`src/rtl/br_predictor_pkg.sv`:
```
// br_predictor_pkg: shared index/tag geometry and 2-bit counter encodings
// used by the predictor and by EX when it builds the resolution fields.
package br_predictor_pkg;

    localparam int BP_INDEX_W = 5;
    localparam int BP_TAG_W   = 12;
    localparam int BP_TAG_LSB = BP_INDEX_W + 2;
    localparam int BP_TAG_MSB = BP_INDEX_W + BP_TAG_W + 1;

    typedef logic [BP_INDEX_W-1:0] BrIndexBus;
    typedef logic [BP_TAG_W-1:0]   BrTagBus;

    typedef enum logic [1:0] {
        SNT = 2'b00,
        WNT = 2'b01,
        WT  = 2'b10,
        ST  = 2'b11
    } ctr_e;

    localparam ctr_e CTR_RST = WNT;

    // A freshly allocated entry starts one step toward its first outcome.
    function automatic ctr_e ctr_alloc(input logic taken);
        return taken ? WT : WNT;
    endfunction

endpackage

```
`src/rtl/br_predictor_sat_counter2.sv`:
```
// sat_counter2: pure next-state function of a 2-bit saturating counter.
module sat_counter2
    import br_predictor_pkg::*;
(
    input  ctr_e ctr,
    input  logic taken,
    output ctr_e nxt
);

    always_comb begin
        nxt = ctr;
        if (taken)
            nxt = (ctr == ST)  ? ST  : ctr_e'(ctr + 2'd1);
        else
            nxt = (ctr == SNT) ? SNT : ctr_e'(ctr - 2'd1);
    end

endmodule

```
`src/rtl/br_predictor.sv`:
```
// br_predictor: tagged bimodal branch predictor trained by EX resolutions.
// Define BP_GSHARE_EN to hash the lookup index with a global history register.
module br_predictor
    import br_predictor_pkg::*;
#(
    parameter int INDEX_W = BP_INDEX_W,
    parameter int TAG_W   = BP_TAG_W
) (
    input  logic               clk,
    input  logic               rst,
    input  logic [31:0]        if_pc_i,
    output logic               prd_jmp_o,
    output logic [31:0]        prd_pc_o,
    output logic [INDEX_W-1:0] br_index_o,
    input  logic               upd_valid_i,
    input  logic [INDEX_W-1:0] upd_index_i,
    input  logic [TAG_W-1:0]   upd_tag_i,
    input  logic [31:0]        upd_target_i,
    input  logic               upd_taken_i
);

    localparam int ENTRIES = 1 << INDEX_W;

    logic               valid_q [ENTRIES];
    logic [TAG_W-1:0]   tag_q   [ENTRIES];
    logic [31:0]        tgt_q   [ENTRIES];
    ctr_e               ctr_q   [ENTRIES];

    logic [INDEX_W-1:0] pc_idx;
    logic [INDEX_W-1:0] lk_idx;
    logic [TAG_W-1:0]   pc_tag;
    logic               lk_hit;
    logic               upd_hit;
    ctr_e               ctr_nxt;

    assign pc_idx = if_pc_i[INDEX_W+1:2];
    assign pc_tag = if_pc_i[INDEX_W+TAG_W+1:INDEX_W+2];

`ifdef BP_GSHARE_EN
    logic [INDEX_W-1:0] ghr_q;

    // History only advances on resolved branches, so it never needs repair.
    always_ff @(posedge clk or negedge rst) begin
        if (!rst)
            ghr_q <= '0;
        else if (upd_valid_i)
            ghr_q <= {ghr_q[INDEX_W-2:0], upd_taken_i};
    end

    assign lk_idx = pc_idx ^ ghr_q;
`else
    assign lk_idx = pc_idx;
`endif

    // Lookup reads registered state only; a same-cycle update is not bypassed.
    assign lk_hit     = valid_q[lk_idx] && (tag_q[lk_idx] == pc_tag);
    assign prd_jmp_o  = lk_hit && ctr_q[lk_idx][1];
    assign prd_pc_o   = prd_jmp_o ? tgt_q[lk_idx] : if_pc_i + 32'd4;
    assign br_index_o = lk_idx;

    assign upd_hit = valid_q[upd_index_i] && (tag_q[upd_index_i] == upd_tag_i);

    sat_counter2 u_ctr (
        .ctr   (ctr_q[upd_index_i]),
        .taken (upd_taken_i),
        .nxt   (ctr_nxt)
    );

    always_ff @(posedge clk or negedge rst) begin
        if (!rst) begin
            for (int i = 0; i < ENTRIES; i++) begin
                valid_q[i] <= 1'b0;
                tag_q[i]   <= '0;
                tgt_q[i]   <= '0;
                ctr_q[i]   <= CTR_RST;
            end
        end else if (upd_valid_i) begin
            valid_q[upd_index_i] <= 1'b1;
            tag_q[upd_index_i]   <= upd_tag_i;
            ctr_q[upd_index_i]   <= upd_hit ? ctr_nxt : ctr_alloc(upd_taken_i);
            // A not-taken hit keeps the last known taken target.
            if (upd_taken_i || !upd_hit)
                tgt_q[upd_index_i] <= upd_target_i;
        end
    end

endmodule

```
`config.mk`:
```
export PLATFORM = sky130hd
export DESIGN_NAME = br_predictor
export DESIGN_NICKNAME = d
export VERILOG_FILES = /design/src/rtl/br_predictor_pkg.sv /design/src/rtl/br_predictor_sat_counter2.sv /design/src/rtl/br_predictor.sv
export SDC_FILE = /design/constraint.sdc
export NUM_CORES = 2
export LEC_CHECK = 0
export CORE_MARGIN = 2
export CORE_UTILIZATION = 55
export CTS_CLUSTER_DIAMETER = 50
export CTS_CLUSTER_SIZE = 16
export DETAILED_ROUTE_END_ITERATION = 7
export GPL_ROUTABILITY_DRIVEN = 0
export MAX_ROUTING_LAYER = met4
export PLACE_DENSITY = 0.8
export SKIP_LAST_GASP = 1
export SLEW_MARGIN = 10
export SYNTH_ARGS = -nofsm -noshare
export SYNTH_HDL_FRONTEND = slang
export SYNTH_HIERARCHICAL = 1
export SYNTH_SLANG_ARGS = --single-unit
```
`constraint.sdc`:
```
create_clock -name clk -period 13.88 [get_ports clk]
set_input_delay 2.082 -clock clk [delete_from_list [all_inputs] [get_ports clk]]
set_output_delay 2.082 -clock clk [all_outputs]
set_load 0.01 [all_outputs]
```
==> run_results.csv <==
group,metric,value,unit
power_and_ir_drop,powerDensity,148.4,nW/um2
global_route,antenna_found_initial,11,
finish,synthToLayoutAreaGrowth,9.276,%
die,die_w,369.2,um
drt,vias,44300,
synthesis,syn_nets,4841,
clock_tree,cts.htree.levels,4,
synthesis,synth_xor_area_frac,0.004895,
setup_path,cp_common_cell,"mux4_2",
timing,max_slew.worst_pin.slew,1.187,ns
finish,n_fill_cell,9536,
setup_path,critPathRequiredTime,11.80,ns
global_route,grt_pass1_wl,304200,um
power_and_ir_drop,p_sw,0.003092,W
global_route,grt_pass1_vias,45320,
global_route,grt_max_degree,194,
clock_tree,cts_root_buf,"clkbuf_16",
timing,fmax,100.8,MHz
power_and_ir_drop,pwr-share-seq,0.485,
global_route,grt_overflow,0,
worst_hold_path,hp-start,"tgt_q[973]",
synthesis,yosysWarnings,6,
die,initial_utilization,0.5559,
placement,dp_hpwl,113700,um
timing,fin_setup_tns,0,ns
worst_hold_path,hold-path-endpoint,"tgt_q[973]",
clock_tree,cts_hold_buffers,0,
clock_tree,cts_tree,"yes",
synthesis,synth_simple_gate_area_frac,0.02424,
power_and_ir_drop,pwr-share-clk,0.339,
timing,slew_headroom,0.2064,
clock_tree,insertion_delay,0.81,ns
power_and_ir_drop,p_comb_frac,0.176,
synthesis,synth_edf_count,0,
drt,drc,0,
synthesis,synth_compound_area_frac,0.02654,
die,rows,133,
setup_path,cp-start-kind,"input pin",
power_and_ir_drop,intPower,0.008801,W
drt,vias_per_cell,6.780,
clock_tree,clk_pin_slew,0.07,ns
job,cap_violations,0,
synthesis,yosysUniqueCellTypes,71,
worst_hold_path,hold_depth,1,
synthesis,syn_area_per_cell,15.43,um2
synthesis,yosys_most_used_dff,"dfrtp_1",
synthesis,async_flop_share,1.000,
setup_path,worstReg2RegStart,"tag_q[64]",
clock_tree,post-cts-setup-buffer-count,0,
synthesis,syn_inst,4755,
drt,drt_iter0_markers,5355,
global_route,grt_usage,0.3125,
timing,final_max_slew_viol_count,0,
setup_path,crit_path_max_fanout,94,
finish,instances_no_fill,6534,
setup_path,crit_slowest_cell,"buf_12",
finish,finalNetCount,4757,
setup_path,r2r-end,"tgt_q[84]",
worst_hold_path,hp-class,"flip-flop to flip-flop",
setup_path,r2r_cells,11,
clock_tree,cts_made_buffers,139,
drt,wl,204400,um
timing,min_period,9.924,ns
setup_path,max_stage_delay,0.66,ns
clock_tree,cts_buffer_depth,3,
drt,dr.pass1.iters,5,
clock_tree,clock_sinks,1504,
timing,hold_viol_final,0,
setup_path,r2r_slack,8.39,ns
setup_path,crit_family,"buffers and inverters",
die,die_h,369.2,um
placement,placed_cells,6285,
power_and_ir_drop,vdd_drop_max,0.0001148,V
synthesis,synthAdderAreaFrac,0.0004776,
setup_path,critical_path_buf_inv_count,4,
power_and_ir_drop,switching_share,0.2600,
synthesis,netlist_area,73350,um2
run_status,status,"completed",
die,io_pins,123,
timing,finalClockSkew,0.04268,ns
synthesis,synthMuxAreaShare,0.3954,
timing,setup_viol,0,
setup_path,end_kind,"primary output",
setup_path,path_cells,"buf_8 -> buf_12 -> mux4_2 -> mux4_2 -> mux2i_1 -> nand3_1 -> or3b_2 -> or4_4 -> buf_4 -> mux2_1 -> o211a_1 -> clkdlybuf4s50_1",
setup_path,crit_type,"input pin to primary output",
die,die_area,136300,um2
synthesis,ys_seq_area_frac,0.5136,
timing,finalCritPeriodShare,0.7150,
finish,drive_gt1_frac,0.4938,
drt,wl_per_cell,31.28,um
setup_path,arrival,7.84,ns
timing,grt_setup_unrepaired,"no",
synthesis,synth_top_family_by_area,"multiplexers",
power_and_ir_drop,p_leak,35.47,nW
die,coreArea,132000,um2
clock_tree,cts_resized,0,
drt,ant_nets,0,
synthesis,synth.ff_latch_count,1504,
placement,portBuffers,122,
## synthesized netlist by cell type (8+ instances only)
master / n / share of area
a211oi_1: 35 / 0.0036
a21oi_1: 42 / 0.0029
a22o_1: 8 / 0.00096
a22oi_1: 25 / 0.0026
and2_1: 29 / 0.0025
buf_1: 21 / 0.0011
buf_2: 79 / 0.0054
buf_4: 39 / 0.0040
buf_6: 52 / 0.0080
clkbuf_1: 263 / 0.013
clkbuf_2: 11 / 0.00075
dfrtp_1: 1472 / 0.50
dfstp_2: 32 / 0.011
mux2_1: 41 / 0.0063
mux2_2: 1379 / 0.21
mux2_4: 61 / 0.012
mux2i_1: 230 / 0.031
mux4_2: 435 / 0.13
nand2_1: 80 / 0.0041
nand2b_1: 11 / 0.00094
nand3_1: 21 / 0.0014
nand4_1: 14 / 0.0012
nor2_1: 42 / 0.0021
nor2b_1: 10 / 0.00085
nor3_1: 8 / 0.00055
nor4_1: 25 / 0.0021
o21ai_4: 19 / 0.0042
o221ai_1: 16 / 0.0019
o22ai_1: 89 / 0.0076
or2_2: 34 / 0.0029
xnor2_1: 21 / 0.0025
xor2_1: 20 / 0.0024
## worst reg2reg max path, stage by stage (launching register included)
cell,delay (ns)
dfrtp_1,0.40
mux2i_1,0.19
o22ai_1,0.12
or4_1,0.51
or3_1,0.38
a2111oi_2,0.51
nand4_1,0.45
or3_2,0.58
buf_4,0.33
o21ai_4,0.94
buf_4,0.56
mux2_2,0.41
## how the worst max path moves through the flow
stage                  endpoint  cells past startpoint  startpoint  slack (ns)
floorplan           prd_pc_o[6]                     12  if_pc_i[2]        6.34
global placement    prd_pc_o[7]                     12  if_pc_i[2]        4.02
detailed placement  prd_pc_o[7]                     12  if_pc_i[2]        4.00
CTS                 prd_pc_o[7]                     12  if_pc_i[2]        3.99
global route        prd_pc_o[7]                     12  if_pc_i[2]        3.70
finish              prd_pc_o[7]                     12  if_pc_i[2]        3.96
## flip-flops by register name, summed over array words and instances, names as in the netlist
name and count:
valid_q 32, tag_q 384, ctr_q 64, tgt_q 1024
## cells in the final DEF (no fill, tap or decap), drive strengths merged, types with 21 or more instances in the layout
master	n
or2	34
dfstp	32
clkinv	27
a22oi	25
nor2	42
mux4	435
a211oi	35
and2	29
clkdlybuf4s50	114
buf	133
nand3	21
mux2	1481
dfrtp	1472
xnor2	21
a21oi	43
o21ai	26
nor4	25
o22ai	89
inv	22
nand2	80
clkbuf	173
mux2i	230
## cell families (layout without fill, tap and decap cells)
kind of cell | Yosys count | in the layout
DFF | 1504 | 1504
adders and majority gates | 3 | 3
xor gates and xnor gates | 41 | 41
buffers and inverters | 478 | 492
muxes | 2146 | 2146
other | 0 | 10
and+or+nand+nor | 323 | 323
AOI/OAI and AO/OA | 260 | 260
## power by group through the flow
stage / logic [W] / registers [W] / clock network [W]
4_1_cts: 0.00209 / 0.00574 / 0.00408
3_3_place_gp: 0.00201 / 0.00575 / 0
6_report: 0.00209 / 0.00576 / 0.00404
3_5_place_dp: 0.00208 / 0.00581 / 0
2_1_floorplan: 0.00160 / 0.00563 / 0
5_1_grt: 0.00223 / 0.00585 / 0.00426
## area by class of cell
type | count | area, um2 | area share
clock buffer | 173 | 3842 | 0.04794
antenna | 10 | 25.02 | 0.0003122
sequential | 1504 | 37680 | 0.4700
timing repair buffer | 247 | 2281 | 0.02846
clock inverter | 66 | 898.4 | 0.01121
tap | 1755 | 2196 | 0.02739
multi-input combinational | 2773 | 33210 | 0.4143
inverter | 6 | 28.78 | 0.0003590
## stage by stage
step	total power (W)	hold WS (ns)	worst slack (ns)	cell area, um2	util
floorplan	0.007230	0.4514	6.337	73350	-
global placement	0.007761	0.4686	4.022	75390	0.5713
detailed placement	0.007887	0.4767	3.999	75390	0.5713
CTS	0.01191	0.4930	3.986	80130	0.6072
global route	0.01234	0.4982	3.705	80150	0.6074
finish	0.01189	0.4907	3.956	80160	0.6074
## metal layers
layer	vias up	share of wire	GRT usage
met2	2095	0.46	0.4628
met5	-	0	-
met1	23970	0.40	0.4255
li1	17750	-	-
met3	478	0.094	0.07213
met4	0	0.039	0.1140
No activity file was read; power rests on OpenSTA's default activity.
